--- src/rtl/toe_cam_arbiter_if.sv ---
// Bundle of all signals between toe_cam_arbiter, the session CAM and its clients.
//   CAM side   : init enable/done, lookup request/response, update request/ready.
//   Client side: two lookup requesters (0 = RX, 1 = TX) with a shared response bus,
//                two update requesters (0 = insert, 1 = delete), ready and orphan error.
// Modport master is the arbiter view; slave is the CAM plus client view.
interface toe_cam_arbiter_if #(
    parameter int unsigned KEY_W = 97,
    parameter int unsigned VAL_W = 14
);
    logic               cam_init_enb;
    logic               cam_init_done;
    logic               cam_lkp_req_valid;
    logic [KEY_W-1:0]   cam_lkp_req_key;
    logic               cam_lkp_rsp_valid;
    logic               cam_lkp_rsp_hit;
    logic [VAL_W-1:0]   cam_lkp_rsp_value;
    logic               cam_upd_ready;
    logic               cam_upd_valid;
    logic               cam_upd_op;
    logic [KEY_W-1:0]   cam_upd_key;
    logic [VAL_W-1:0]   cam_upd_value;
    logic [1:0]         lkp_req_valid;
    logic [1:0]         lkp_req_ready;
    logic [2*KEY_W-1:0] lkp_req_key;
    logic [1:0]         lkp_rsp_valid;
    logic               lkp_rsp_hit;
    logic [VAL_W-1:0]   lkp_rsp_value;
    logic [1:0]         upd_req_valid;
    logic [1:0]         upd_req_ready;
    logic [2*KEY_W-1:0] upd_req_key;
    logic [VAL_W-1:0]   upd_req_value;
    logic               ready;
    logic               err_orphan;

    modport master (
        output cam_init_enb, cam_lkp_req_valid, cam_lkp_req_key, cam_upd_valid, cam_upd_op,
               cam_upd_key, cam_upd_value, lkp_req_ready, lkp_rsp_valid, lkp_rsp_hit,
               lkp_rsp_value, upd_req_ready, ready, err_orphan,
        input  cam_init_done, cam_lkp_rsp_valid, cam_lkp_rsp_hit, cam_lkp_rsp_value,
               cam_upd_ready, lkp_req_valid, lkp_req_key, upd_req_valid, upd_req_key,
               upd_req_value
    );

    modport slave (
        input  cam_init_enb, cam_lkp_req_valid, cam_lkp_req_key, cam_upd_valid, cam_upd_op,
               cam_upd_key, cam_upd_value, lkp_req_ready, lkp_rsp_valid, lkp_rsp_hit,
               lkp_rsp_value, upd_req_ready, ready, err_orphan,
        output cam_init_done, cam_lkp_rsp_valid, cam_lkp_rsp_hit, cam_lkp_rsp_value,
               cam_upd_ready, lkp_req_valid, lkp_req_key, upd_req_valid, upd_req_key,
               upd_req_value
    );
endinterface

--- src/rtl/toe_cam_arbiter.sv ---
// Controller/arbiter in front of the TOE session CAM.
//   clk, rst_n : clock, asynchronous active-low reset.
//   bus        : toe_cam_arbiter_if master view (CAM ports + lookup/update clients).
// Sequences CAM init after reset, shares the lookup port between two clients with an
// in-order tag FIFO routing responses back, and shares the update port round-robin.
module toe_cam_arbiter #(
    parameter int unsigned KEY_W  = 97,
    parameter int unsigned VAL_W  = 14,
    parameter int unsigned OUT_AW = 2
) (
    input logic              clk,
    input logic              rst_n,
    toe_cam_arbiter_if.master bus
);
    localparam int unsigned Depth = 2 ** OUT_AW;
    localparam logic [OUT_AW:0]   CntOne = 1;
    localparam logic [OUT_AW-1:0] PtrOne = 1;

    typedef enum logic [1:0] {StIdle, StInit, StRun} state_e;

    state_e state_q, state_d;
    logic   run, init_enb;

    always_ff @(posedge clk or negedge rst_n) begin
        if (!rst_n) state_q <= StIdle;
        else        state_q <= state_d;
    end

    always_comb begin
        state_d  = state_q;
        run      = 1'b0;
        init_enb = 1'b0;
        case (state_q)
            StIdle: state_d = StInit;
            StInit: begin
                init_enb = 1'b1;
                if (bus.cam_init_done) state_d = StRun;
            end
            StRun:   run = 1'b1;
            default: state_d = StIdle;
        endcase
    end

    // ---------------- lookup arbitration and tag FIFO ----------------
    logic [Depth-1:0]  tag_q;
    logic [OUT_AW-1:0] wptr_q, rptr_q;
    logic [OUT_AW:0]   cnt_q;
    logic              lkp_rr_q, lkp_gnt, lkp_hs, pop, orphan;
    logic [1:0]        lkp_ready;
    logic              creq_valid_q;
    logic [KEY_W-1:0]  creq_key_q;
    logic [1:0]        rsp_valid_q;
    logic              rsp_hit_q, err_q;
    logic [VAL_W-1:0]  rsp_value_q;

    always_comb begin
        lkp_ready = 2'b00;
        lkp_hs    = 1'b0;
        case (bus.lkp_req_valid)
            2'b10:   lkp_gnt = 1'b1;
            2'b11:   lkp_gnt = lkp_rr_q;
            default: lkp_gnt = 1'b0;
        endcase
        // count MSB set means the FIFO holds exactly Depth tags
        if (run && !cnt_q[OUT_AW] && bus.lkp_req_valid[lkp_gnt]) begin
            lkp_ready[lkp_gnt] = 1'b1;
            lkp_hs             = 1'b1;
        end
    end

    assign pop    = bus.cam_lkp_rsp_valid && (cnt_q != '0);
    assign orphan = bus.cam_lkp_rsp_valid && (cnt_q == '0);

    always_ff @(posedge clk or negedge rst_n) begin
        if (!rst_n) begin
            tag_q        <= '0;
            wptr_q       <= '0;
            rptr_q       <= '0;
            cnt_q        <= '0;
            lkp_rr_q     <= 1'b0;
            creq_valid_q <= 1'b0;
            creq_key_q   <= '0;
            rsp_valid_q  <= 2'b00;
            rsp_hit_q    <= 1'b0;
            rsp_value_q  <= '0;
            err_q        <= 1'b0;
        end else begin
            creq_valid_q <= lkp_hs;
            if (lkp_hs) begin
                tag_q[wptr_q] <= lkp_gnt;
                wptr_q        <= wptr_q + PtrOne;
                creq_key_q    <= lkp_gnt ? bus.lkp_req_key[2*KEY_W-1:KEY_W]
                                         : bus.lkp_req_key[KEY_W-1:0];
                if (&bus.lkp_req_valid) lkp_rr_q <= ~lkp_rr_q;
            end
            if (pop) begin
                rptr_q      <= rptr_q + PtrOne;
                rsp_valid_q <= tag_q[rptr_q] ? 2'b10 : 2'b01;
                rsp_hit_q   <= bus.cam_lkp_rsp_hit;
                rsp_value_q <= bus.cam_lkp_rsp_value;
            end else begin
                rsp_valid_q <= 2'b00;
            end
            case ({lkp_hs, pop})
                2'b10:   cnt_q <= cnt_q + CntOne;
                2'b01:   cnt_q <= cnt_q - CntOne;
                default: cnt_q <= cnt_q;
            endcase
            if (orphan) err_q <= 1'b1;
        end
    end

    // ---------------- update arbitration ----------------
    logic             upd_rr_q, upd_gnt, upd_hs;
    logic [1:0]       upd_ready;
    logic             uvalid_q, uop_q;
    logic [KEY_W-1:0] ukey_q;
    logic [VAL_W-1:0] uval_q;

    always_comb begin
        upd_ready = 2'b00;
        upd_hs    = 1'b0;
        case (bus.upd_req_valid)
            2'b10:   upd_gnt = 1'b1;
            2'b11:   upd_gnt = upd_rr_q;
            default: upd_gnt = 1'b0;
        endcase
        // the output register frees up in the same cycle the CAM takes its contents
        if (run && (!uvalid_q || bus.cam_upd_ready) && bus.upd_req_valid[upd_gnt]) begin
            upd_ready[upd_gnt] = 1'b1;
            upd_hs             = 1'b1;
        end
    end

    always_ff @(posedge clk or negedge rst_n) begin
        if (!rst_n) begin
            upd_rr_q <= 1'b0;
            uvalid_q <= 1'b0;
            uop_q    <= 1'b0;
            ukey_q   <= '0;
            uval_q   <= '0;
        end else if (upd_hs) begin
            uvalid_q <= 1'b1;
            uop_q    <= upd_gnt;
            ukey_q   <= upd_gnt ? bus.upd_req_key[2*KEY_W-1:KEY_W] : bus.upd_req_key[KEY_W-1:0];
            uval_q   <= upd_gnt ? '0 : bus.upd_req_value;
            if (&bus.upd_req_valid) upd_rr_q <= ~upd_rr_q;
        end else if (bus.cam_upd_ready) begin
            uvalid_q <= 1'b0;
        end
    end

    assign bus.cam_init_enb      = init_enb;
    assign bus.ready             = run;
    assign bus.cam_lkp_req_valid = creq_valid_q;
    assign bus.cam_lkp_req_key   = creq_key_q;
    assign bus.lkp_req_ready     = lkp_ready;
    assign bus.lkp_rsp_valid     = rsp_valid_q;
    assign bus.lkp_rsp_hit       = rsp_hit_q;
    assign bus.lkp_rsp_value     = rsp_value_q;
    assign bus.err_orphan        = err_q;
    assign bus.upd_req_ready     = upd_ready;
    assign bus.cam_upd_valid     = uvalid_q;
    assign bus.cam_upd_op        = uop_q;
    assign bus.cam_upd_key       = ukey_q;
    assign bus.cam_upd_value     = uval_q;
endmodule

--- src/flat_wrapper.sv ---
// flat-port wrapper written by rule: the top's interface ports become plain ports
module toe_cam_arbiter_flat 
#(
    parameter int unsigned KEY_W  = 97,
    parameter int unsigned VAL_W  = 14,
    parameter int unsigned OUT_AW = 2
)
  (clk, rst_n, bus_cam_init_enb, bus_cam_lkp_req_valid, bus_cam_lkp_req_key, bus_cam_upd_valid, bus_cam_upd_op, bus_cam_upd_key, bus_cam_upd_value, bus_lkp_req_ready, bus_lkp_rsp_valid, bus_lkp_rsp_hit, bus_lkp_rsp_value, bus_upd_req_ready, bus_ready, bus_err_orphan, bus_cam_init_done, bus_cam_lkp_rsp_valid, bus_cam_lkp_rsp_hit, bus_cam_lkp_rsp_value, bus_cam_upd_ready, bus_lkp_req_valid, bus_lkp_req_key, bus_upd_req_valid, bus_upd_req_key, bus_upd_req_value);
  toe_cam_arbiter_if #(.KEY_W(KEY_W), .VAL_W(VAL_W)) bus_i ();
  input logic clk;
  input logic rst_n;
  output wire logic [$bits(bus_i.cam_init_enb)-1:0] bus_cam_init_enb;
  output wire logic [$bits(bus_i.cam_lkp_req_valid)-1:0] bus_cam_lkp_req_valid;
  output wire logic [$bits(bus_i.cam_lkp_req_key)-1:0] bus_cam_lkp_req_key;
  output wire logic [$bits(bus_i.cam_upd_valid)-1:0] bus_cam_upd_valid;
  output wire logic [$bits(bus_i.cam_upd_op)-1:0] bus_cam_upd_op;
  output wire logic [$bits(bus_i.cam_upd_key)-1:0] bus_cam_upd_key;
  output wire logic [$bits(bus_i.cam_upd_value)-1:0] bus_cam_upd_value;
  output wire logic [$bits(bus_i.lkp_req_ready)-1:0] bus_lkp_req_ready;
  output wire logic [$bits(bus_i.lkp_rsp_valid)-1:0] bus_lkp_rsp_valid;
  output wire logic [$bits(bus_i.lkp_rsp_hit)-1:0] bus_lkp_rsp_hit;
  output wire logic [$bits(bus_i.lkp_rsp_value)-1:0] bus_lkp_rsp_value;
  output wire logic [$bits(bus_i.upd_req_ready)-1:0] bus_upd_req_ready;
  output wire logic [$bits(bus_i.ready)-1:0] bus_ready;
  output wire logic [$bits(bus_i.err_orphan)-1:0] bus_err_orphan;
  input wire logic [$bits(bus_i.cam_init_done)-1:0] bus_cam_init_done;
  input wire logic [$bits(bus_i.cam_lkp_rsp_valid)-1:0] bus_cam_lkp_rsp_valid;
  input wire logic [$bits(bus_i.cam_lkp_rsp_hit)-1:0] bus_cam_lkp_rsp_hit;
  input wire logic [$bits(bus_i.cam_lkp_rsp_value)-1:0] bus_cam_lkp_rsp_value;
  input wire logic [$bits(bus_i.cam_upd_ready)-1:0] bus_cam_upd_ready;
  input wire logic [$bits(bus_i.lkp_req_valid)-1:0] bus_lkp_req_valid;
  input wire logic [$bits(bus_i.lkp_req_key)-1:0] bus_lkp_req_key;
  input wire logic [$bits(bus_i.upd_req_valid)-1:0] bus_upd_req_valid;
  input wire logic [$bits(bus_i.upd_req_key)-1:0] bus_upd_req_key;
  input wire logic [$bits(bus_i.upd_req_value)-1:0] bus_upd_req_value;
  assign bus_cam_init_enb = bus_i.cam_init_enb;
  assign bus_cam_lkp_req_valid = bus_i.cam_lkp_req_valid;
  assign bus_cam_lkp_req_key = bus_i.cam_lkp_req_key;
  assign bus_cam_upd_valid = bus_i.cam_upd_valid;
  assign bus_cam_upd_op = bus_i.cam_upd_op;
  assign bus_cam_upd_key = bus_i.cam_upd_key;
  assign bus_cam_upd_value = bus_i.cam_upd_value;
  assign bus_lkp_req_ready = bus_i.lkp_req_ready;
  assign bus_lkp_rsp_valid = bus_i.lkp_rsp_valid;
  assign bus_lkp_rsp_hit = bus_i.lkp_rsp_hit;
  assign bus_lkp_rsp_value = bus_i.lkp_rsp_value;
  assign bus_upd_req_ready = bus_i.upd_req_ready;
  assign bus_ready = bus_i.ready;
  assign bus_err_orphan = bus_i.err_orphan;
  assign bus_i.cam_init_done = bus_cam_init_done;
  assign bus_i.cam_lkp_rsp_valid = bus_cam_lkp_rsp_valid;
  assign bus_i.cam_lkp_rsp_hit = bus_cam_lkp_rsp_hit;
  assign bus_i.cam_lkp_rsp_value = bus_cam_lkp_rsp_value;
  assign bus_i.cam_upd_ready = bus_cam_upd_ready;
  assign bus_i.lkp_req_valid = bus_lkp_req_valid;
  assign bus_i.lkp_req_key = bus_lkp_req_key;
  assign bus_i.upd_req_valid = bus_upd_req_valid;
  assign bus_i.upd_req_key = bus_upd_req_key;
  assign bus_i.upd_req_value = bus_upd_req_value;
  toe_cam_arbiter #(.KEY_W(KEY_W), .VAL_W(VAL_W), .OUT_AW(OUT_AW)) u_core (.clk(clk), .rst_n(rst_n), .bus(bus_i));
endmodule
--- config.mk ---
export PLATFORM = sky130hd
export DESIGN_NAME = toe_cam_arbiter_flat
export DESIGN_NICKNAME = d
export VERILOG_FILES = /design/src/rtl/toe_cam_arbiter_if.sv /design/src/rtl/toe_cam_arbiter.sv /design/src/flat_wrapper.sv
export SDC_FILE = /design/constraint.sdc
export NUM_CORES = 1
export LEC_CHECK = 0
export ABC_AREA = 1
export CAP_MARGIN = 5
export CORE_AREA = 2 2 259 261
export DETAILED_ROUTE_END_ITERATION = 10
export DIE_AREA = 0 0 261 263
export PLACE_DENSITY = 0.58
export SLEW_MARGIN = 15
export SYNTH_ARGS = -nofsm -noshare
export SYNTH_HDL_FRONTEND = slang
export SYNTH_SLANG_ARGS = --single-unit
export TNS_END_PERCENT = 50
--- constraint.sdc ---
create_clock -name clk -period 2.2 [get_ports clk]
set_input_delay 0.22 -clock clk [delete_from_list [all_inputs] [get_ports clk]]
set_output_delay 0.22 -clock clk [all_outputs]
set_load 0.03 [all_outputs]
# Yosys cells after proc, flatten, opt, wreduce, memory -nomap -nowiden
# Cells that the tools add are included.
# W data, S select, Z words.
dict set report op_classes {
  n_addsub 4
  magnitude_cmp 7
  eq_ne 9
  n_mux 31
  n_bitwise 3
  n_reduce_logical 20
}
# operator n
set ops {}
lappend ops {{$mux W97} 2}
lappend ops {{$mux W1} 14}
lappend ops {{$mux W14} 1}
lappend ops {{$eq A2 B2 Y1 const B} 6}
lappend ops {{$mux W2} 5}
lappend ops {{$logic_and A1 B1 Y1} 9}
lappend ops {{$lt A2 B3 Y1 const B} 2}
lappend ops {{$pmux W2 S3} 1}
lappend ops {{$pmux W3 S2} 1}
lappend ops {{$reduce_and A3 Y1} 2}
lappend ops {{$add A2 B1 Y2 const B} 2}
lappend ops {{$bwmux W4} 1}
lappend ops {{$eq A2 B1 Y1 const B} 2}
lappend ops {{$lt A1 B2 Y1 const B} 2}
lappend ops {{$pmux W1 S2} 2}
lappend ops {{$reduce_bool A2 Y1} 2}
lappend ops {{$add A3 B1 Y3 const B} 1}
lappend ops {{$logic_not A3 Y1} 1}
lappend ops {{$not A1 Y1} 3}
lappend ops {{$reduce_bool A3 Y1} 1}
lappend ops {{$sub A3 B1 Y3 const B} 1}
lappend ops {{$bmux W1 S2} 1}
lappend ops {{$demux W1 S1} 2}
lappend ops {{$demux W1 S2} 1}
lappend ops {{7 further kinds} 9}
dict set report word_totals {
  regBits 244
  inputBits 426
  out_inout_bits 235
  wordCells 91
}

# Longest topological paths before layout
dict set report logic_depth {
  depth_word 8
  depth_mapped 12
  mapped_depth_nobuf 11
}

# Worst setup path before layout
# OpenSTA, ideal clock, no wires.
dict set report synth_timing {
  path_type {flip-flop to flip-flop}
  startpoint {register u_core.cnt_q[0]}
  endpoint {register u_core.cnt_q[2]}
  setup_time_ps 123
  arrival_ps 1944
  required_ps 2077
  path_slack_ps 133
  path_stages_with_launch 12
  n_path_buf 1
  period_less_slack_ps 2067
  cell_sequence {dfrtp_1 inv_1 nand3_1 nand2_1 inv_1 buf_1 ha_1 inv_1 fa_1 nand2_1 nand3_1 xor2_1}
}
dict set report synth_via {
  elab_chain_cells 4
  elab_cells_between_ends 8
  classes_between {add/sub: 2; eq/ne: 2; mux: 1; reduce/logical: 3}
}
# item line
set synth_rtl {}
lappend synth_rtl {{from (decl)} toe_cam_arbiter.sv:47} ;# logic [OUT_AW:0] cnt_q;
lappend synth_rtl {{from (signal assigned)} toe_cam_arbiter.sv:105} ;# 2'b10: cnt_q <= cnt_q + CntOne;
lappend synth_rtl {{from (signal assigned)} toe_cam_arbiter.sv:106} ;# 2'b01: cnt_q <= cnt_q - CntOne;
lappend synth_rtl {{from (signal assigned)} toe_cam_arbiter.sv:107} ;# default: cnt_q <= cnt_q;
lappend synth_rtl {{$reduce_bool A3 Y1 *} toe_cam_arbiter.sv:71} ;# assign pop = bus.cam_lkp_rsp_valid && (cnt_q != '0);
lappend synth_rtl {{$logic_and A1 B1 Y1 *} toe_cam_arbiter.sv:71}
lappend synth_rtl {{named net u_core.pop} toe_cam_arbiter.sv:48} ;# logic lkp_rr_q, lkp_gnt, lkp_hs, pop, orphan;
lappend synth_rtl {{$eq A2 B1 Y1 / $eq A2 B2 Y1 (equally long branches)} toe_cam_arbiter.sv:104} ;# case ({lkp_hs, pop})
lappend synth_rtl {{$pmux W3 S2 / $reduce_bool A2 Y1 (equally long branches)} --}
# Mark *: on every way through the listed nets, which the timed path passes. The rest lies on a longest branch.
# A chain may end at the register's enable or synchronous reset.

# Worst setup path in the final report
dict set report layout_timing {
  startpoint {register u_core.state_q[1]}
  endpoint {output port bus_upd_req_ready[0]}
}
dict set report layout_via {
  elab_chain_cells 5
}
# item line
set layout_rtl {}
lappend layout_rtl {{from (decl)} toe_cam_arbiter.sv:21} ;# state_e state_q, state_d;
lappend layout_rtl {{from (signal assigned)} toe_cam_arbiter.sv:25} ;# if (!rst_n) state_q <= StIdle;
lappend layout_rtl {{from (signal assigned)} toe_cam_arbiter.sv:26} ;# else state_q <= state_d;
lappend layout_rtl {{$eq A2 B2 Y1} toe_cam_arbiter.sv:33} ;# case (state_q)
lappend layout_rtl {{$mux W1} toe_cam_arbiter.sv:33}
lappend layout_rtl {{$logic_and A1 B1 Y1 (2 in series)} toe_cam_arbiter.sv:129} ;# if (run && (!uvalid_q || bus.cam_upd_ready) && bus.upd_req_valid[upd_gnt]) begin
lappend layout_rtl {{$mux W2} toe_cam_arbiter.sv:129}
lappend layout_rtl {{to (decl)} flat_wrapper.sv:23} ;# output wire logic [$bits(bus_i.upd_req_ready)-1:0] bus_upd_req_ready;
# No other way between the ends.

==> qor.yml <==
outcome:
  status: "complete, but fails checks"
  violations: "negative setup slack"
pwr:
  ir_worst_vdd_mv: 0.601
  p_leak_nw: 10.5
  power.density_nw_per_um2: 1260
synth:
  synthMuxAreaShare_pct: 0
  ys_top_cells_by_count: "1094 x nand2_1, 244 x dfrtp_1, 209 x nand3_1, 45 x clkbuf_1, 43 x buf_2"
  synth_top_family_by_area: "simple AND/OR/NAND/NOR gates"
  avgSynthCellArea_um2: 7.03
  ys_top_cells_by_area: "dfrtp_1 50%, nand2_1 34%, nand3_1 8.5%"
  synth_xor_area_share_pct: 0.286
  yosysTopAreaCell: "dfrtp_1"
  netlist.area_leader.share_pct: 49.8
  post_synth_and_or_nand_nor_area_fraction_pct: 43.3
  synth.cell_area_um2: 12300
  syn_inst: 1744
  synth_compound_area_share_pct: 0.306
  synthFlopType: "dfrtp_1"
  async_flop_share_pct: 100
  synth_fa_ha_area_share_pct: 0.674
  synth_edf_count: 0
  yosys_warnings: 0
  post-synth-top-count-cell: "nand2_1"
  ys_types: 23
  ys_seq_area_share_pct: 49.8
  ys_ff_latch: 244
  syn_nets: 2176
worst_setup_path:
  arrival_ns: 1.99
  path_class: "reg2out"
  r2r-start: "u_core.state_q[0]"
  cp-end-kind: "output pin"
  ff2ff_path_depth: 11
  crit_path_max_fanout: 8
  critPathLaunchType: "register"
  worstReg2RegEnd: "u_core.cnt_q[2]"
  cp.required_ns: 1.98
  r2r_slack_ns: 0.19
clock_network:
  clock-sinks: 244
  worst_skew_pair.late_latency_ns: 0.58
  cts_max_path_buffers: 3
  clkTransAtPathRegs_ns: 0.06
  cts_tree: "yes"
  cts_buffers: 30
  cts_root_buffer: "clkbuf_16"
  h-tree-depth: 1
sta:
  rsz0062_at_grt: "yes"
  final-max-slew-violation-count: 0
  slew-limit-headroom_pct: 60.1
  tns_ns: -0.00823
  skew_ns: 0.00835
  worstMarginPinSlew_ns: 0.599
  min_period_ns: 2.21
  fmax_ghz: 0.453
  worst_slack_ns: -0.00823
  fin_crit_sh_pct: 100
  setup_viol: 1
  hold_viol_final: 0
floorplan:
  core_area_um2: 65600
  die_area_um2: 68600
  rows: 94
  die_h_um: 263
  start_util_pct: 18.7
  io_pins: 661
  die_x_um: 261
route:
  drc: 0
  wl_per_cell_um: 18.7
  vias_per_cell: 4.13
  first_pass_iters: 5
  drt_iter0_drc: 876
  antenna_left: 0
  dr_total_vias: 13600
  routed_wl_um: 61600
global_routing:
  grt.total_usage_pct: 17.0
  grt_pass1_wl_um: 87400
  grt_pass1_vias: 13400
  grt_max_degree: 100
  antenna_found_initial: 36
  gr-total-overflow: 0
placement:
  io_buffers: 660
  gp_congestion: 0.866
  dp_hpwl_um: 45800
  dpl_cell_area_um2: 20000
final_layout:
  multiInputGateArea_um2: 5510
  area_growth_pct: 73.1
  post-route-util_pct: 32.3
  drive_above_1_share_pct: 5.44
  fin_area_um2: 21200
  layout.nets: 2817
  final-seq-area_um2: 6110
  fillers: 7024
flow_run:
  maxCapViolCount: 0
min_path:
  hp-class: "in2async"
## repair_timing
action                                 in CTS  in global routing
setup endpoints to repair                   6                  4
endpoints found under the hold margin      51                  0
buffers inserted                            1                  8
pin swaps                                   0                  2
cloned                                      2                  2
gates resized for setup                     6                  3
hold buffers                                2                  0
## cell usage in the layout (no fill, tap or decap), drive strengths merged
cell	synthesis	routed
nand2	1095	1095
clkdlybuf4s50	0	648
dfrtp	244	244
nand3	209	209
buf	67	65
clkbuf	45	47
inv	36	35
nor2	28	28
diode	0	18
clkinv	0	8
ha	5	5
a21oi	3	3
o21ai	3	3
xnor2	2	2
xor2	2	2
nand4	2	2
clkinvlp	0	2
bufbuf	0	2
dlygate4sd3	0	2
dlygate4sd2	0	2
nand3b	1	1
o21bai	1	1
fa	1	1
## logic make-up (layout without fill, tap and decap cells)
kind of cell	count (synthesis)	after routing
AND/OR/NAND/NOR	1335	1335
flip-flops	244	244
buffers and inverters	148	811
AO/OA/AOI/OAI	7	7
adder cells (fa/ha/maj)	6	6
XOR/XNOR	4	4
other	0	18
## area by class of cell
type	count	share of cell area, %
Antenna cell	18	0.212
Timing Repair Buffer	721	34.7
Multi-Input combinational cell	1352	26.0
Tap cell	864	5.10
Sequential cell	244	28.8
Clock inverter	9	0.289
Clock buffer	45	4.28
Inverter	36	0.661
## metrics by stage
step	power (W)	std cells	setup slack, ns	hold WS (ns)
after floorplan	0.0151	1744	0.133	-0.0756
after global placement	0.0216	3202	0.122	0.237
after global routing	0.0284	3289	-0.114	0.160
after CTS	0.0268	3261	-0.120	0.134
final	0.0267	3289	-0.00823	0.166
after detailed placement	0.0216	3202	0.123	0.216
## worst max-delay path by stage
stage	start	to	slack, ns
5_1_grt	u_core.state_q[1]	bus_upd_req_ready[0]	-0.11
2_1_floorplan	u_core.cnt_q[0]	u_core.cnt_q[2]	0.13
3_3_place_gp	bus_lkp_req_valid[0]	u_core.cnt_q[2]	0.12
4_1_cts	u_core.state_q[1]	bus_upd_req_ready[0]	-0.12
3_5_place_dp	bus_lkp_req_valid[0]	u_core.cnt_q[2]	0.12
6_report	u_core.state_q[1]	bus_upd_req_ready[0]	-0.008
## power by group
group          total [W]  internal (W)  switching, W
registers        0.00767       0.00649       0.00118
logic             0.0141       0.00564       0.00846
clock network    0.00495       0.00283       0.00212
total             0.0267        0.0150        0.0118
## worst max-delay path, stage by stage, from the launching register on
cell and delay (ns):
dfrtp_1 0.42, inv_2 0.09, nor2_8 0.25, nand3b_1 0.20, buf_12 0.20, nor2_4 0.08
buf_6 0.13
## registers in the layout, summed over array words and instances, names as in the netlist, 2 cells and up
name                        count
u_core.state_q                  2
u_core.bus.cam_lkp_req_key     97
u_core.bus.lkp_rsp_value       14
u_core.bus.cam_upd_value       14
u_core.rptr_q                   2
u_core.bus.lkp_rsp_valid        2
u_core.tag_q                    4
u_core.wptr_q                   2
u_core.cnt_q                    3
u_core.bus.cam_upd_key         97
## metal layers
metal  part of all wire, %  global-route usage [%]  vias up
met5                 0.021                       0        -
met4                   4.5                    9.72        2
met3                    10                    5.62       99
met2                    50                    29.4      614
met1                    35                    18.1     6213
li1                      -                       -     6669
(Power assumes the default switching activity.)
